==> config.mk <==
export PLATFORM = sky130hd
export DESIGN_NAME = tmds_decoder_flat
export DESIGN_NICKNAME = d
export VERILOG_FILES = /design/src/rtl/tmds_decoder_if.sv /design/src/rtl/tmds_decoder.sv /design/src/flat_wrapper.sv
export SDC_FILE = /design/constraint.sdc
export NUM_CORES = 1
export LEC_CHECK = 0
export BUFFER_PORTS_ARGS = -buffer_cell sky130_fd_sc_hd__buf_2
export CORE_AREA = 10 10 81 83
export DETAILED_ROUTE_END_ITERATION = 16
export DIE_AREA = 0 0 91 93
export PLACE_DENSITY = 0.78
export SLEW_MARGIN = 20
export SYNTH_ARGS = -nofsm -noshare
export SYNTH_HDL_FRONTEND = slang
export SYNTH_SLANG_ARGS = --single-unit
==> constraint.sdc <==
create_clock -name clk_in -period 2.45 [get_ports clk_in]
set_input_delay 0.245 -clock clk_in [delete_from_list [all_inputs] [get_ports clk_in]]
set_output_delay 0.245 -clock clk_in [all_outputs]
set_load 0.01 [all_outputs]
==> src/rtl/tmds_decoder_if.sv <==
// Symbol interface of one TMDS receive channel: raw deserialized word in,
// decoded symbol plus alignment status out.
interface tmds_decoder_if;
  logic [9:0] tmds_in;
  logic [7:0] data_out;
  logic [1:0] control_out;
  logic       ve_out;
  logic       valid_out;
  logic       locked_out;
  logic [3:0] offset_out;

  modport master (
    output tmds_in,
    input  data_out, control_out, ve_out, valid_out, locked_out, offset_out
  );

  modport slave (
    input  tmds_in,
    output data_out, control_out, ve_out, valid_out, locked_out, offset_out
  );
endinterface

==> src/rtl/tmds_decoder.sv <==
// TMDS receive decoder for one channel: bit-slip word alignment on runs of
// control tokens, followed by 8b/10b video and control-token decode.
module tmds_decoder #(
  parameter int LOCK_TOKENS   = 8,
  parameter int SEARCH_WINDOW = 4096
) (
  input  logic          clk_in,
  input  logic          rst_n_in,
  tmds_decoder_if.slave bus
);
  localparam int WIN_W = $clog2(SEARCH_WINDOW);
  localparam int RUN_W = $clog2(LOCK_TOKENS + 1);
  localparam logic [WIN_W-1:0] WIN_LAST = WIN_W'(SEARCH_WINDOW - 1);
  localparam logic [RUN_W-1:0] RUN_MAX  = RUN_W'(LOCK_TOKENS);
  localparam logic [RUN_W-1:0] RUN_NEAR = RUN_W'(LOCK_TOKENS - 1);

  typedef enum logic {ST_SEARCH = 1'b0, ST_LOCKED = 1'b1} state_t;

  function automatic logic [7:0] video_decode(input logic [9:0] s);
    logic [7:0] q;
    logic [7:0] d;
    q    = s[9] ? ~s[7:0] : s[7:0];
    d    = 8'h00;
    d[0] = q[0];
    for (int i = 1; i < 8; i++) begin
      d[i] = s[8] ? (q[i] ^ q[i-1]) : ~(q[i] ^ q[i-1]);
    end
    return d;
  endfunction

  logic [9:0]       prev_r;
  logic [9:0]       sym_r;
  logic [3:0]       offset_r;
  logic [WIN_W-1:0] win_cnt_r;
  logic [RUN_W-1:0] ctl_run_r;
  state_t           state_r;
  logic [7:0]       data_r;
  logic [1:0]       control_r;
  logic             ve_r;
  logic             valid_r;

  logic [19:0]      window_s;
  logic [9:0]       aligned_s;
  logic             is_ctl_s;
  logic [1:0]       ctl_val_s;
  logic [7:0]       video_s;
  logic             run_hit_s;
  logic             timeout_s;

  assign window_s  = {bus.tmds_in, prev_r};
  assign aligned_s = window_s[{1'b0, offset_r} +: 10];
  assign video_s   = video_decode(sym_r);
  assign run_hit_s = is_ctl_s && (ctl_run_r >= RUN_NEAR);
  assign timeout_s = (win_cnt_r == WIN_LAST);

  // Control-token recognition on the aligned symbol.
  always_comb begin
    is_ctl_s  = 1'b1;
    ctl_val_s = 2'b00;
    case (sym_r)
      10'b1101010100: ctl_val_s = 2'b00;
      10'b0010101011: ctl_val_s = 2'b01;
      10'b0101010100: ctl_val_s = 2'b10;
      10'b1010101011: ctl_val_s = 2'b11;
      default: begin
        is_ctl_s  = 1'b0;
        ctl_val_s = 2'b00;
      end
    endcase
  end

  // Word capture: previous raw word and the bit-rotated symbol.
  always_ff @(posedge clk_in or negedge rst_n_in) begin
    if (!rst_n_in) begin
      prev_r <= 10'd0;
      sym_r  <= 10'd0;
    end else begin
      prev_r <= bus.tmds_in;
      sym_r  <= aligned_s;
    end
  end

  // Alignment FSM with its run counter, search window timer and slip offset.
  always_ff @(posedge clk_in or negedge rst_n_in) begin
    if (!rst_n_in) begin
      state_r   <= ST_SEARCH;
      offset_r  <= 4'd0;
      win_cnt_r <= '0;
      ctl_run_r <= '0;
    end else begin
      win_cnt_r <= win_cnt_r + 1'b1;
      if (!is_ctl_s) begin
        ctl_run_r <= '0;
      end else if (ctl_run_r != RUN_MAX) begin
        ctl_run_r <= ctl_run_r + 1'b1;
      end
      // A run completing on the timeout cycle takes priority over the timeout.
      case (state_r)
        ST_SEARCH: begin
          if (run_hit_s) begin
            state_r   <= ST_LOCKED;
            win_cnt_r <= '0;
          end else if (timeout_s) begin
            offset_r  <= (offset_r == 4'd9) ? 4'd0 : offset_r + 4'd1;
            win_cnt_r <= '0;
            ctl_run_r <= '0;
          end
        end
        ST_LOCKED: begin
          if (run_hit_s) begin
            win_cnt_r <= '0;
          end else if (timeout_s) begin
            state_r   <= ST_SEARCH;
            win_cnt_r <= '0;
            ctl_run_r <= '0;
          end
        end
        default: begin
          state_r <= ST_SEARCH;
        end
      endcase
    end
  end

  // Decode stage; valid follows the lock state so both qualify the same symbol.
  always_ff @(posedge clk_in or negedge rst_n_in) begin
    if (!rst_n_in) begin
      data_r    <= 8'h00;
      control_r <= 2'b00;
      ve_r      <= 1'b0;
      valid_r   <= 1'b0;
    end else begin
      valid_r <= (state_r == ST_LOCKED);
      if (is_ctl_s) begin
        ve_r      <= 1'b0;
        data_r    <= 8'h00;
        control_r <= ctl_val_s;
      end else begin
        ve_r   <= 1'b1;
        data_r <= video_s;
      end
    end
  end

  assign bus.data_out    = data_r;
  assign bus.control_out = control_r;
  assign bus.ve_out      = ve_r;
  assign bus.valid_out   = valid_r;
  assign bus.locked_out  = (state_r == ST_LOCKED);
  assign bus.offset_out  = offset_r;
endmodule

==> src/flat_wrapper.sv <==
// flat-port wrapper written by rule: the top's interface ports become plain ports
module tmds_decoder_flat 
#(
  parameter int LOCK_TOKENS   = 8,
  parameter int SEARCH_WINDOW = 4096
)
  (clk_in, rst_n_in, bus_tmds_in, bus_data_out, bus_control_out, bus_ve_out, bus_valid_out, bus_locked_out, bus_offset_out);
  tmds_decoder_if bus_i ();
  input  logic clk_in;
  input  logic rst_n_in;
  input wire logic [$bits(bus_i.tmds_in)-1:0] bus_tmds_in;
  output wire logic [$bits(bus_i.data_out)-1:0] bus_data_out;
  output wire logic [$bits(bus_i.control_out)-1:0] bus_control_out;
  output wire logic [$bits(bus_i.ve_out)-1:0] bus_ve_out;
  output wire logic [$bits(bus_i.valid_out)-1:0] bus_valid_out;
  output wire logic [$bits(bus_i.locked_out)-1:0] bus_locked_out;
  output wire logic [$bits(bus_i.offset_out)-1:0] bus_offset_out;
  assign bus_i.tmds_in = bus_tmds_in;
  assign bus_data_out = bus_i.data_out;
  assign bus_control_out = bus_i.control_out;
  assign bus_ve_out = bus_i.ve_out;
  assign bus_valid_out = bus_i.valid_out;
  assign bus_locked_out = bus_i.locked_out;
  assign bus_offset_out = bus_i.offset_out;
  tmds_decoder #(.LOCK_TOKENS(LOCK_TOKENS), .SEARCH_WINDOW(SEARCH_WINDOW)) u_core (.clk_in(clk_in), .rst_n_in(rst_n_in), .bus(bus_i));
endmodule
==> results of run 1 <==
registers in the layout, indices dropped and copies added, names as in the netlist:
signal                  cells
u_core.ctl_run_r            4
u_core.bus.ve_out           1
u_core.bus.locked_out       1
u_core.bus.control_out      2
u_core.bus.offset_out       4
u_core.prev_r              10
u_core.sym_r               10
u_core.win_cnt_r           12
u_core.bus.data_out         8
u_core.bus.valid_out        1
how the worst max path moves through the flow:
stage,start,endpoint,cells after the start
4_1_cts,u_core.bus.offset_out[0],u_core.sym_r[4],2
3_5_place_dp,u_core.bus.offset_out[0],u_core.sym_r[4],2
3_3_place_gp,u_core.bus.offset_out[0],u_core.sym_r[2],2
2_1_floorplan,u_core.sym_r[0],u_core.bus.offset_out[3],7
5_1_grt,u_core.bus.offset_out[0],u_core.sym_r[6],5
6_report,u_core.bus.offset_out[0],u_core.sym_r[4],2
cell type report:
class	instances	area (um^2)	area share
Timing Repair Buffer	33	180	0.0577
Sequential cell	53	1330	0.425
Inverter	14	52.6	0.0168
Tap cell	70	87.6	0.0280
Clock inverter	1	7.51	0.00240
Clock buffer	7	76.3	0.0244
Multi-Input combinational cell	173	1390	0.446
stage by stage:
stage	hold slack, ps	std cells
global placement	139	342
CTS	67.5	351
detailed placement	137	342
floorplan	-50.6	252
finish	79.5	351
global route	70.2	351
worst max-delay path, cell delays in order (launching register included):
cell and delay (ps):
dfrtp_1 860, mux4_2 620, mux4_2 490
timing repair:
action / in CTS / in global routing
hold buffers: 1 / 0
hold endpoints to repair: 12 / 0
endpoints found under the setup margin: 0 / 0
resized for setup: 0 / 0
power breakdown:
group          total, mW  internal, mW  switching (mW)
clock network      0.469         0.203           0.267
logic              0.164        0.0780          0.0863
registers          0.939         0.914          0.0247
total               1.57          1.19           0.378
per-layer routing:
metal  vias to the layer above  track usage  wire (um)
met5                         -            0          0
li1                        923            -          -
met2                        71        0.215       2440
met1                       941        0.163       2240
met3                         7       0.0400        372
met4                         0       0.0418         72
cells by family after synthesis:
logic type | after synthesis
buf+inv | 26
mux | 27
flops | 53
compound gates | 31
simple gates | 81
fa+ha+maj | 9
xor+xnor | 25
cell usage in the layout, fill, tap and decap left out, drive strengths merged, types with 5 or more instances in the layout:
cell type and n:
a21oi 12, and2 5, ha 9, a211oi 8, inv 14, nor2 34, o21ai 5, xor2 9
nand2 12, mux2i 10, dfrtp 53, nand3 8, xnor2 16, mux4 13, clkbuf 7, buf 32
==> results.md, run 1 <==
- Detailed Route Iter0 Violations: 81
- Clk_skew: 10.7 ps
- 1st-pass router iterations: 5
- Final setup viols: 0
- Post-detailed-placement cell area: approximately 0.0030 mm^2
- FFs w/ async S/R, synth: 1.00
- Post-route ant nets: 0
- Clock root cell: clkbuf_8
- IR drop worst, VDD: about 320 uV
- Post-layout util: 0.623
- Hold EP: u_core.prev_r[7]
- Synth Area in Compound Gates: 0.0718
- Initial Util: 0.567
- Fill cell count: 416
- Synthesized Nets: about 270
- CTS sink count: between 50 and 60
- Buffers on Ports: 28
- Leak: around 1.4 nW
- Final worst path period share: 0.857
- FF-to-FF setup slack: ~350 ps
- # IOs: 29
- Cell area after layout: about 0.0031 mm^2
- Final HPWL DP: between 3000 and 4000 um
- Placer Congestion: slightly above 0.9
- Top cell type by total area after synthesis: dfrtp_1
- Largest family of logic cells by synthesized area: multiplexers
- Final hold violations: 0
- Simple-Gate Fraction of Synth Area: 0.148
- Post-Synth XOR/XNOR Area: 0.0771
- Final Max Slew Viols: 0
- Post-synth top area share: 0.467
- CP max FO: 18
- Multiplexer area fraction after synthesis: 0.154
- Crit start category: flop
- Worst endpoint required time: 2630 ps
- Synth top area cells: dfrtp_1 (47%), mux4_2 (10%), xnor2_1 (4.9%)
- Pwr Total: ~1.6 mW
- RSZ-0062 raised after global routing: no
- Top-count cell post-synth: dfrtp_1
- Congestion Overflow GR: 0
- Run status: complete, no violations
- FF-to-FF End: u_core.sym_r[4]
- Ant. Diodes: 0
- Clk buf depth: 2
- Reg clk slew, reported paths: around 90 ps
- Row cnt: 26
- Commonest register cell after synthesis: dfrtp_1
- Placement Setup Slack: around 370 ps
- Yosys warnings: 0
- Min Clock Period, post-route: about 2100 ps
- Hold WC Path Type: in2reg
- Height of the die: 93 um
- Mapped cell area: roughly 0.0028 mm^2
- Post-synthesis sequential area ratio: 0.467
- Syn_area_per_cell: between 10 and 15 um^2
- Chip width: a little over 90 um
- # DRC: 0
- Die area: 0.00846 mm^2
- WL per Instance: around 15 um
- Vias: just under 2,000
- First-pass GRT wire length: ~9400 um
- Core Area: 0.00501 mm^2
- CP endpoint kind: flop
- Area grow syn2layout: 9.91%
- Library cells used by synthesis: 40
- Most common library cells after synthesis: dfrtp_1 (53), nor2_1 (34), xnor2_1 (16), inv_1 (13), mux4_2 (13)
- Fmax: around 480 MHz
- Max_cap viols: 0
- CTS tree: yes
- All-Layer GR Usage: 0.131
- Setup ws final: between 300 and 400 ps
- Vias in the first global route: around 2,000
- EDFF count, synth: 0
- Area share of fa/ha/maj cells after synthesis: 0.0396
- Later-pin clock latency in the skew report: ~300 ps
- Share of cells above drive strength 1: 0.217
- Worst hold stages: 1
- Number of H-tree levels: 2
- Crit Path Category: reg2reg
- Critical path arrival: 2280 ps
- Max_slew headroom: 0.477
- Pin count of the biggest net entering global routing: 42
- Worst r2r path cells: 2
- Slew @ Worst Pin: 785 ps
- WL final: slightly above 5000 um
- Mapped Cells: approximately 250
- Initial antenna violation count: 0
- Worst Hold Launch: bus_tmds_in[7]
- Fin Setup TNS: 0 ps
- Worst reg2reg startpoint: u_core.bus.offset_out[0]
- Post-CTS setup repair buffer count: 0
- Cts bufs inserted: 5
- Layout Nets: 301
- Routed vias/inst: 5.53
- Flops & latches, synth: 53
- Power Density: 503 mW/mm^2
(Power assumes the default switching activity.)
==> inputs of run 2 (changes only) <==
- ABC_AREA: default -> 1
- CORE_AREA: 10 10 81 83 -> 10 10 84 86
- DIE_AREA: 0 0 91 93 -> 0 0 94 96
- PLACE_DENSITY: 0.78 -> 0.77
==> results.md, run 2 <==
- FFs w/ async S/R, synth: 1.00
- Worst Hold Launch: bus_tmds_in[8]
- Worst endpoint required time: about 2600 ps
- IR drop worst, VDD: between 300 and 400 uV
- Placement Setup Slack: between 700 and 800 ps
- Top-count cell post-synth: nand2_1
- Fill cell count: about 500
- Cts bufs inserted: 5
- First-pass GRT wire length: 11,500 um
- Chip width: 94 um
- Fmax: approximately 580 MHz
- Area grow syn2layout: 10.0%
- Ant. Diodes: 0
- Non-filler cells, final: between 400 and 500
- Hold-fix buffers, CTS: 1
- FF-to-FF setup slack: ~720 ps
- Die area: ~0.009 mm^2
- Crit Path Category: reg2reg
- Mapped Cells: 397
- CTS tree: yes
- Placer Congestion: 0.943
- Fin Setup TNS: 0 ps
- Flops & latches, synth: 53
- Power Density: roughly 520 mW/mm^2
- Post-Place Cells: 486
- Post-route ant nets: 0
- WL per Instance: approximately 13 um
- # IOs: 29
- Critical path arrival: around 1900 ps
- Worst reg2reg startpoint: u_core.bus.offset_out[0]
- All-Layer GR Usage: 0.155
- Run status: complete, no violations
- RSZ-0062 raised after global routing: no
- Yosys warnings: 0
- Clock root cell: clkbuf_8
- Layout Nets: ~440
- Reg clk slew, reported paths: 100 ps
- Final hold violations: 0
- Initial antenna violation count: 0
- Top cell type by total area after synthesis: dfrtp_1
- CP Launch Point: u_core.bus.offset_out[0]
- Hold WC Path Type: in2reg
- CTS sink count: 53
- Detailed Route Iter0 Violations: around 180
- Slew @ Worst Pin: 634 ps
- Synth top area cells: dfrtp_1 (43%), nand2_1 (14%), nand3_1 (9.9%)
- Mapped cell area: between 0.003 and 0.004 mm^2
- Register area: between 0.001 and 0.0015 mm^2
- Core Area: roughly 0.0054 mm^2
- CP endpoint kind: flop
- Synthesized Nets: roughly 420
- CP max FO: 15
- Min Clock Period, post-route: between 1500 and 2000 ps
- Final worst path period share: 0.706
- Pin count of the biggest net entering global routing: 24
- Initial Util: 0.573
- Crit start category: flop
- Biggest regs: u_core.win_cnt_r x12, u_core.prev_r x10, u_core.sym_r x10
- Area of the multi-input gates: approximately 0.0015 mm^2
- Routed vias/inst: 5.32
- Syn_area_per_cell: 7.80 um^2
- Max reg flops: 12
- Clk_skew: between 9 and 10 ps
- EDFF count, synth: 0
- Later-pin clock latency in the skew report: roughly 300 ps
- Final Max Slew Viols: 0
- Post-CTS sizing: 0
- Commonest register cell after synthesis: dfrtp_1
- Final HPWL DP: about 5100 um
- Post-CTS setup repair buffer count: 0
- Congestion Overflow GR: 0
- Vias: ~2,600
- Clk buf depth: 2
- 1st-pass router iterations: 5
- # DRC: 0
- Final setup viols: 0
- Setup ws final: between 700 and 800 ps
- Worst hold margin: 52.7 ps
- Library cells used by synthesis: 29
- Most frequent cells in the layout: nand2_1 (114), nand3_1 (61), dfrtp_1 (53)
- Post-layout util: 0.630
- Post-synth top area share: 0.428
- Leak: 1.76 nW
- Post-synthesis sequential area ratio: 0.428
- Most common library cells after synthesis: nand2_1 (114), nand3_1 (61), dfrtp_1 (53), inv_1 (41), nor2_1 (27)
- Share of cells above drive strength 1: 0.149
- Vias in the first global route: roughly 2,600
- WL final: around 6500 um
- Max_slew headroom: 0.577
- Number of H-tree levels: 2
- Buffers on Ports: 28
- Row cnt: 27
- Most common cell after layout, fill and taps aside: nand2_1
- Height of the die: between 90 and 100 um
- Max_cap viols: 0
- Reg with most FFs: u_core.win_cnt_r
-- run 2: changes by cell type in the layout (fill, tap and decap cells not counted), moves of 6 or more --
cell      delta
o211ai_1    +12
nand2_1    +102
mux4_2      -13
nor2_1       -7
mux2i_1     -10
nand3_1     +54
nand4_1      +6
xnor2_1     -10
a211oi_1     -8
a21oi_1     -10
inv_1       +28
-- run 2: final timing paths --
kind	to	cells after the start
max	u_core.sym_r[4]	7
min	u_core.prev_r[8]	1
max reg2reg	u_core.sym_r[4]	7
min reg2reg	u_core.bus.valid_out	0
max in group asynchronous	u_core.prev_r[0]	3
min in group asynchronous	u_core.bus.control_out[1]	2
-- run 2: worst max-delay path: stages, from the launching register on --
cell,delay [ps]
dfrtp_1,600
inv_1,310
a21boi_0,380
nand2_1,120
nand3_1,90
nand2_1,50
inv_1,40
nand2_1,40
-- run 2: cell type report --
type	instances	share of cell area
clock buffers	5	0.0202
clock inverters	3	0.0202
inverters	43	0.0474
multi-input cells	285	0.441
flip-flops and latches	53	0.389
well taps	72	0.0264
repair buffers	34	0.0551
-- run 2: through the flow --
stage	total power, mW	area (um^2)
after floorplan	1.03	3100
after global placement	1.10	3260
after detailed placement	1.11	3260
after CTS	1.81	3410
after global routing	1.88	3410
final	1.79	3410
-- run 2: layer usage --
layer,vias to the layer above,GRT usage,share of wire
li1,1328,-,-
met1,1217,0.201,0.45
met2,81,0.259,0.48
met3,8,0.0381,0.067
met4,0,0.0291,0.012
met5,-,0,0
-- run 2: power breakdown --
| part | switching (mW) | internal, mW |
|---|---|---|
| Sequential | 0.0182 | 0.912 |
| Clock | 0.286 | 0.411 |
| Combinational | 0.0966 | 0.0616 |
| Total | 0.401 | 1.38 |
-- run 2: cell families (layout without fill, tap and decap cells) --
logic type	count (synthesis)	after routing	synth area share
simple gates	231	231	0.342
buf+inv	59	85	0.0861
flops	53	53	0.428
compound gates	30	30	0.0646
xor+xnor	15	15	0.0424
fa+ha+maj	9	9	0.0364
